**src/rtl/ecg_rr_analyzer.sv**
```systemverilog
// R-peak detector with RR-interval measurement, valid/ready interval output,
// running mean over the last AVG_DEPTH intervals and asystole/overrun flags.
module ecg_rr_analyzer #(
  parameter int DATA_W    = 16,
  parameter int RR_W      = 16,
  parameter int REFRACT   = 200,
  parameter int AVG_DEPTH = 8
) (
  input  logic                     clk,
  input  logic                     rst,
  input  logic                     sample_valid,
  input  logic signed [DATA_W-1:0] ecg_sample,
  input  logic signed [DATA_W-1:0] threshold,
  output logic                     peak_detected,
  output logic [RR_W-1:0]          rr_interval,
  output logic                     rr_valid,
  input  logic                     rr_ready,
  output logic [RR_W-1:0]          rr_avg,
  output logic                     avg_valid,
  output logic                     asystole,
  output logic                     overrun
);

  localparam int AVG_SH = $clog2(AVG_DEPTH);
  localparam int ACC_W  = RR_W + AVG_SH;
  localparam int REF_W  = $clog2(REFRACT + 1);
  localparam int CNT_W  = AVG_SH + 1;
  localparam logic [RR_W-1:0]  RR_MAX     = {RR_W{1'b1}};
  localparam logic [REF_W-1:0] REFR_LOAD  = REF_W'(REFRACT - 1);
  localparam logic [CNT_W-1:0] AVG_FULL   = CNT_W'(AVG_DEPTH);
  localparam logic [CNT_W-1:0] AVG_LAST   = CNT_W'(AVG_DEPTH - 1);

  typedef enum logic [1:0] {
    ST_WARMUP,
    ST_REFRACT_1ST,
    ST_REFRACT,
    ST_ARMED
  } state_t;

  state_t state_q, state_d;

  // s2_q/s1_q are the two previous samples; the incoming sample acts as s0.
  logic signed [DATA_W-1:0] s2_q, s2_d, s1_q, s1_d;
  logic [1:0]               fill_q, fill_d;
  logic [RR_W-1:0]          rr_cnt_q, rr_cnt_d;
  logic [REF_W-1:0]         refr_cnt_q, refr_cnt_d;
  logic                     peak_q, peak_d;
  logic [RR_W-1:0]          rr_interval_q, rr_interval_d;
  logic                     rr_valid_q, rr_valid_d;
  logic                     overrun_q, overrun_d;
  logic                     push_q, push_d;
  logic [AVG_SH-1:0]        wr_ptr_q, wr_ptr_d;
  logic [CNT_W-1:0]         avg_cnt_q, avg_cnt_d;
  logic [ACC_W-1:0]         acc_q, acc_d;
  logic                     avg_valid_q, avg_valid_d;
  logic [RR_W-1:0]          buf_q [AVG_DEPTH];
  logic [RR_W-1:0]          buf_d [AVG_DEPTH];

  logic            candidate;
  logic [RR_W-1:0] rr_inc;

  assign candidate = (fill_q == 2'd2) && (s1_q > threshold) &&
                     (s1_q >= s2_q) && (s1_q > ecg_sample);
  assign rr_inc    = (rr_cnt_q == RR_MAX) ? rr_cnt_q : rr_cnt_q + RR_W'(1);

  always_comb begin
    state_d       = state_q;
    s2_d          = s2_q;
    s1_d          = s1_q;
    fill_d        = fill_q;
    rr_cnt_d      = rr_cnt_q;
    refr_cnt_d    = refr_cnt_q;
    peak_d        = 1'b0;
    rr_interval_d = rr_interval_q;
    rr_valid_d    = rr_valid_q;
    overrun_d     = overrun_q;
    push_d        = 1'b0;

    if (rr_valid_q && rr_ready) begin
      rr_valid_d = 1'b0;
    end

    if (sample_valid) begin
      s2_d = s1_q;
      s1_d = ecg_sample;
      if (fill_q != 2'd2) begin
        fill_d = fill_q + 2'd1;
      end

      unique case (state_q)
        ST_WARMUP: begin
          if (candidate) begin
            peak_d     = 1'b1;
            rr_cnt_d   = '0;
            refr_cnt_d = REFR_LOAD;
            state_d    = ST_REFRACT_1ST;
          end
        end
        ST_REFRACT_1ST, ST_REFRACT: begin
          rr_cnt_d = rr_inc;
          if (refr_cnt_q == '0) begin
            state_d = ST_ARMED;
          end else begin
            refr_cnt_d = refr_cnt_q - REF_W'(1);
          end
        end
        ST_ARMED: begin
          if (candidate) begin
            peak_d        = 1'b1;
            rr_interval_d = rr_inc;
            rr_valid_d    = 1'b1;
            push_d        = 1'b1;
            // Overwriting an interval the consumer never took is recorded.
            if (rr_valid_q && !rr_ready) begin
              overrun_d = 1'b1;
            end
            rr_cnt_d   = '0;
            refr_cnt_d = REFR_LOAD;
            state_d    = ST_REFRACT;
          end else begin
            rr_cnt_d = rr_inc;
          end
        end
        default: state_d = ST_WARMUP;
      endcase
    end
  end

  // Running mean: the newest interval replaces the oldest in the ring.
  always_comb begin
    buf_d       = buf_q;
    wr_ptr_d    = wr_ptr_q;
    avg_cnt_d   = avg_cnt_q;
    acc_d       = acc_q;
    avg_valid_d = avg_valid_q;
    if (push_q) begin
      buf_d[wr_ptr_q] = rr_interval_q;
      acc_d    = acc_q + {{AVG_SH{1'b0}}, rr_interval_q} - {{AVG_SH{1'b0}}, buf_q[wr_ptr_q]};
      wr_ptr_d = wr_ptr_q + AVG_SH'(1);
      if (avg_cnt_q != AVG_FULL) begin
        avg_cnt_d = avg_cnt_q + CNT_W'(1);
      end
      if (avg_cnt_q == AVG_LAST) begin
        avg_valid_d = 1'b1;
      end
    end
  end

  always_ff @(posedge clk or posedge rst) begin
    if (rst) begin
      state_q       <= ST_WARMUP;
      s2_q          <= '0;
      s1_q          <= '0;
      fill_q        <= '0;
      rr_cnt_q      <= '0;
      refr_cnt_q    <= '0;
      peak_q        <= 1'b0;
      rr_interval_q <= '0;
      rr_valid_q    <= 1'b0;
      overrun_q     <= 1'b0;
      push_q        <= 1'b0;
      wr_ptr_q      <= '0;
      avg_cnt_q     <= '0;
      acc_q         <= '0;
      avg_valid_q   <= 1'b0;
      for (int i = 0; i < AVG_DEPTH; i++) begin
        buf_q[i] <= '0;
      end
    end else begin
      state_q       <= state_d;
      s2_q          <= s2_d;
      s1_q          <= s1_d;
      fill_q        <= fill_d;
      rr_cnt_q      <= rr_cnt_d;
      refr_cnt_q    <= refr_cnt_d;
      peak_q        <= peak_d;
      rr_interval_q <= rr_interval_d;
      rr_valid_q    <= rr_valid_d;
      overrun_q     <= overrun_d;
      push_q        <= push_d;
      wr_ptr_q      <= wr_ptr_d;
      avg_cnt_q     <= avg_cnt_d;
      acc_q         <= acc_d;
      avg_valid_q   <= avg_valid_d;
      for (int i = 0; i < AVG_DEPTH; i++) begin
        buf_q[i] <= buf_d[i];
      end
    end
  end

  assign peak_detected = peak_q;
  assign rr_interval   = rr_interval_q;
  assign rr_valid      = rr_valid_q;
  assign rr_avg        = acc_q[ACC_W-1:AVG_SH];
  assign avg_valid     = avg_valid_q;
  assign overrun       = overrun_q;
  assign asystole      = (state_q != ST_WARMUP) && (rr_cnt_q == RR_MAX);

endmodule
```
**config.mk**
```make
export PLATFORM = sky130hd
export DESIGN_NAME = ecg_rr_analyzer
export DESIGN_NICKNAME = d
export VERILOG_FILES = /design/src/rtl/ecg_rr_analyzer.sv
export SDC_FILE = /design/constraint.sdc
export NUM_CORES = 1
export LEC_CHECK = 0
export CORE_ASPECT_RATIO = 0.8
export CORE_MARGIN = 10
export CORE_UTILIZATION = 62
export CTS_BUF_LIST = sky130_fd_sc_hd__clkbuf_4
export DETAILED_ROUTE_END_ITERATION = 10
export GPL_TIMING_DRIVEN = 0
export PLACE_DENSITY = 0.93
export SLEW_MARGIN = 40
export SYNTH_ARGS = -nofsm -noshare
export SYNTH_HDL_FRONTEND = slang
export SYNTH_SLANG_ARGS = --single-unit
```
**constraint.sdc**
```tcl
create_clock -name clk -period 9.6 [get_ports clk]
set_clock_uncertainty 0.2 [all_clocks]
set_input_delay 1.92 -clock clk [delete_from_list [all_inputs] [get_ports clk]]
set_output_delay 1.92 -clock clk [all_outputs]
set_load 0.01 [all_outputs]
```
==> run_results.csv <==
group,metric,value,unit
timing,fin_crit,6.16,ns
status,outcome,"complete, no violations",
logic_synthesis,yosysTopAreaCellShare,45.5,%
grt,grt_pass1_wl,53.5,mm
worst_setup_path,path_depth,17,
grt,grtUsageTotal,24.2,%
routing,via_count,9916,
worst_setup_path,crit_buf_inv,4,
layout,fin_util,72.5,%
layout,finalNonFillerCells,1635,
cts,cts_buffer_depth,3,
logic_synthesis,synth_area,12900,µm²
grt,grt_pass1_vias,10400,
timing,grt_setup_unrepaired,"no",
logic_synthesis,synth_top_cell_by_area,"dfrtp_1",
layout,nNetsFinal,1448,
run,max_cap_violations,0,
floorplanning,io_pins,73,
worst_setup_path,worst-r2r-setup-slack,3.44,ns
routing,dr.pass1.iters,6,
layout,syn_to_final_growth,15.5,%
worst_setup_path,worstSetupEndpoint,"acc_q[17]",
logic_synthesis,synthTopCellsByCount,"dfrtp_1 (235), inv_1 (131), nand2_1 (122)",
cts,cts_tree,"yes",
cts,post_cts_buffers,0,
routing,drtIter0Drc,1116,
worst_setup_path,r2r-start,"wr_ptr_q[1]",
timing,whs,0.268,ns
grt,grt_max_degree,80,
placed_design,dp_hpwl,23.0,mm
routing,postRouteAntennaNets,0,
floorplanning,rows,47,
grt,antenna_found_initial,1,
timing,worst_slew_pin_slew,0.874,ns
routing,vias_per_cell,6.06,
logic_synthesis,syn-num-nets,1312,
worst_setup_path,cp_max_fo,10,
timing,timing.final.max_slew_violations,0,
placed_design,gp_congestion,0.927,
logic_synthesis,ys_ff_latch,235,
logic_synthesis,synth_most_common_cell,"dfrtp_1",
cts,postCtsResizedCells,0,
layout,fill_cells,1269,
routing,wire_per_inst,20.3,µm
cts,cts_made_buffers,59,
cts,clk_latency,0.73,ns
logic_synthesis,async_reset_ff_share,100,%
worst_setup_path,crit_slowest_cell,"a2111oi_0",
cts,cts_root_buf,"clkbuf_4",
worst_setup_path,critPathTopFamily,"compound AO/OA/AOI/OAI gates",
logic_synthesis,yosysSeqAreaShare,45.5,%
timing,hold_violations,0,
placed_design,port_buffers,72,
floorplanning,dieArea,27100,µm²
logic_synthesis,syn_inst,1183,
pwr,leakage,0.00713,µW
pwr,worst_ir_drop_vdd,0.000248,V
pwr,powerDensity,302,nW/µm²
logic_synthesis,synth_edf_count,0,
cts,clk_pin_slew,0.07,ns
routing,totalWireLength,33.2,mm
worst_setup_path,crit_chain,"clkbuf_1 > buf_1 > buf_1 > mux4_2 > mux2_2 > fa_1 > inv_1 > ha_1 > a21o_1 > a21o_1 > a21oi_1 > nor3b_1 > a211oi_1 > a2111oi_0 > a21oi_1 > xnor2_1 > a21oi_1",
worst_setup_path,critPathCaptureType,"flip-flop",
routing,route.detailed.drc,0,
logic_synthesis,ys_warn_count,0,
worst_setup_path,cp-start-kind,"flip-flop",
worst_setup_path,crit_required,9.94,ns
cts,h-tree-depth,2,
floorplanning,die_w,181,µm
worst_setup_path,rr_endpoint,"acc_q[17]",
grt,gr-total-overflow,0,
min_path,hp-class,"reg -> reg",
timing,max_freq,162,MHz
timing,setup_viol,0,
logic_synthesis,syn_avg_cell_area,10.9,µm²
worst_setup_path,crit_start,"wr_ptr_q[1]",
logic_synthesis,synth_area_leaders,"dfrtp_1 (45%), mux2_2 (9.7%), ha_1 (7.5%), mux4_2 (5.6%), o21ai_0 (4.3%)",
worst_setup_path,worstPathArrival,6.50,ns
worst_setup_path,path_class,"reg -> reg",
pwr,power.total,4500,µW
logic_synthesis,synth_ff_type,"dfrtp_1",
placed_design,post-place-cells,1527,
floorplanning,chipHeight,149,µm
floorplanning,coreArea,20600,µm²
worst_setup_path,rr_worst_depth,17,
floorplanning,start_util,62.8,%
cts,hold_buffers,0,
layout,final_layout_size_suffix_gt1_share,20.8,%
worst_setup_path,slowest_delay,0.72,ns
timing,slew_headroom,41.7,%
cts,clkSinkCount,235,
worst_setup_path,cp_common_cell,"a21oi_1",
logic_synthesis,ys_types,60,
timing,period_share,64.1,%
## kinds of logic (layout without fill, tap and decap cells)
| family | after synthesis | in the layout | synth area share (%) |
|---|---|---|---|
| simple gates | 247 | 247 | 9.04 |
| flops | 235 | 235 | 45.5 |
| compound gates | 214 | 214 | 9.91 |
| buf+inv | 193 | 375 | 6.25 |
| mux | 163 | 163 | 16.8 |
| fa+ha+maj | 93 | 93 | 9.93 |
| xor+xnor | 38 | 38 | 2.57 |
| other cells | 0 | 1 | 0 |
## state kept, by name, summed over array words and instances, names as in the netlist, 3 cells and up
| register | cells |
|---|---|
| s1_q | 16 |
| acc_q | 19 |
| buf_q | 128 |
| avg_cnt_q | 4 |
| s2_q | 16 |
| rr_interval | 16 |
| wr_ptr_q | 3 |
| refr_cnt_q | 8 |
| rr_cnt_q | 16 |
## layout make-up
class | instances | area, µm² | area share [%]
antenna | 1 | 2.50 | 0.0168
buffer | 62 | 324 | 2.17
clock buffer | 89 | 668 | 4.48
clock inverter | 18 | 151 | 1.01
inverter | 131 | 499 | 3.34
multi-input combinational | 755 | 6260 | 41.9
sequential | 235 | 5880 | 39.4
tap | 269 | 337 | 2.25
timing repair buffer | 75 | 803 | 5.38
## cells in the final DEF (no fill, tap or decap), drive strengths merged, types with 20 or more instances in the layout
cell / n
xnor2: 28
nand2: 122
mux4: 32
nor2: 35
clkbuf: 121
dfrtp: 235
mux2: 111
ha: 77
o21ai: 111
buf: 33
inv: 131
mux2i: 20
clkdlybuf4s50: 72
a21oi: 40
## per-layer routing
layer  global-route usage [%]  vias up  routed length, µm
met5                        0        -                  0
met1                     30.7     4933              13300
met2                     39.4      479              16000
met4                     8.57        0                856
li1                         -     4408                  -
met3                     6.52       96               2980
## how the worst min path moves through the flow
| stage | cells after the start | endpoint | start | slack [ns] |
|---|---|---|---|---|
| 2_1_floorplan | 2 | buf_q[17] | buf_q[17] | 0.24 |
| 3_3_place_gp | 1 | overrun | overrun | 0.25 |
| 3_5_place_dp | 1 | avg_valid | avg_valid | 0.26 |
| 4_1_cts | 1 | avg_valid | avg_valid | 0.27 |
| 5_1_grt | 1 | avg_valid | avg_valid | 0.28 |
| 6_report | 1 | avg_valid | avg_valid | 0.27 |
## worst reg2reg max path: cells and delay by family (launching register included)
| family | cells | cell delay [ns] |
|---|---|---|
| buf+inv | 4 | 1.56 |
| fa+ha+maj | 2 | 0.87 |
| flops | 1 | 0.37 |
| compound gates | 7 | 1.75 |
| xor+xnor | 1 | 0.22 |
| simple gates | 1 | 0.31 |
| mux | 2 | 0.71 |
## power breakdown
group	switching, µW	total [µW]	internal [µW]
registers	168	1330	1160
clock network	427	929	502
logic	1210	2240	1030
## metrics by stage
stage / setup TNS [ns] / setup slack, ns / instance area [µm²]
4_1_cts: 0 / 3.51 / 14900
6_report: 0 / 3.44 / 14900
2_1_floorplan: 0 / 1.03 / 12900
5_1_grt: 0 / 3.14 / 14900
3_3_place_gp: -417.20 / -1.79 / 14000
3_5_place_dp: 0 / 3.61 / 14100
(Power assumes the default switching activity.)
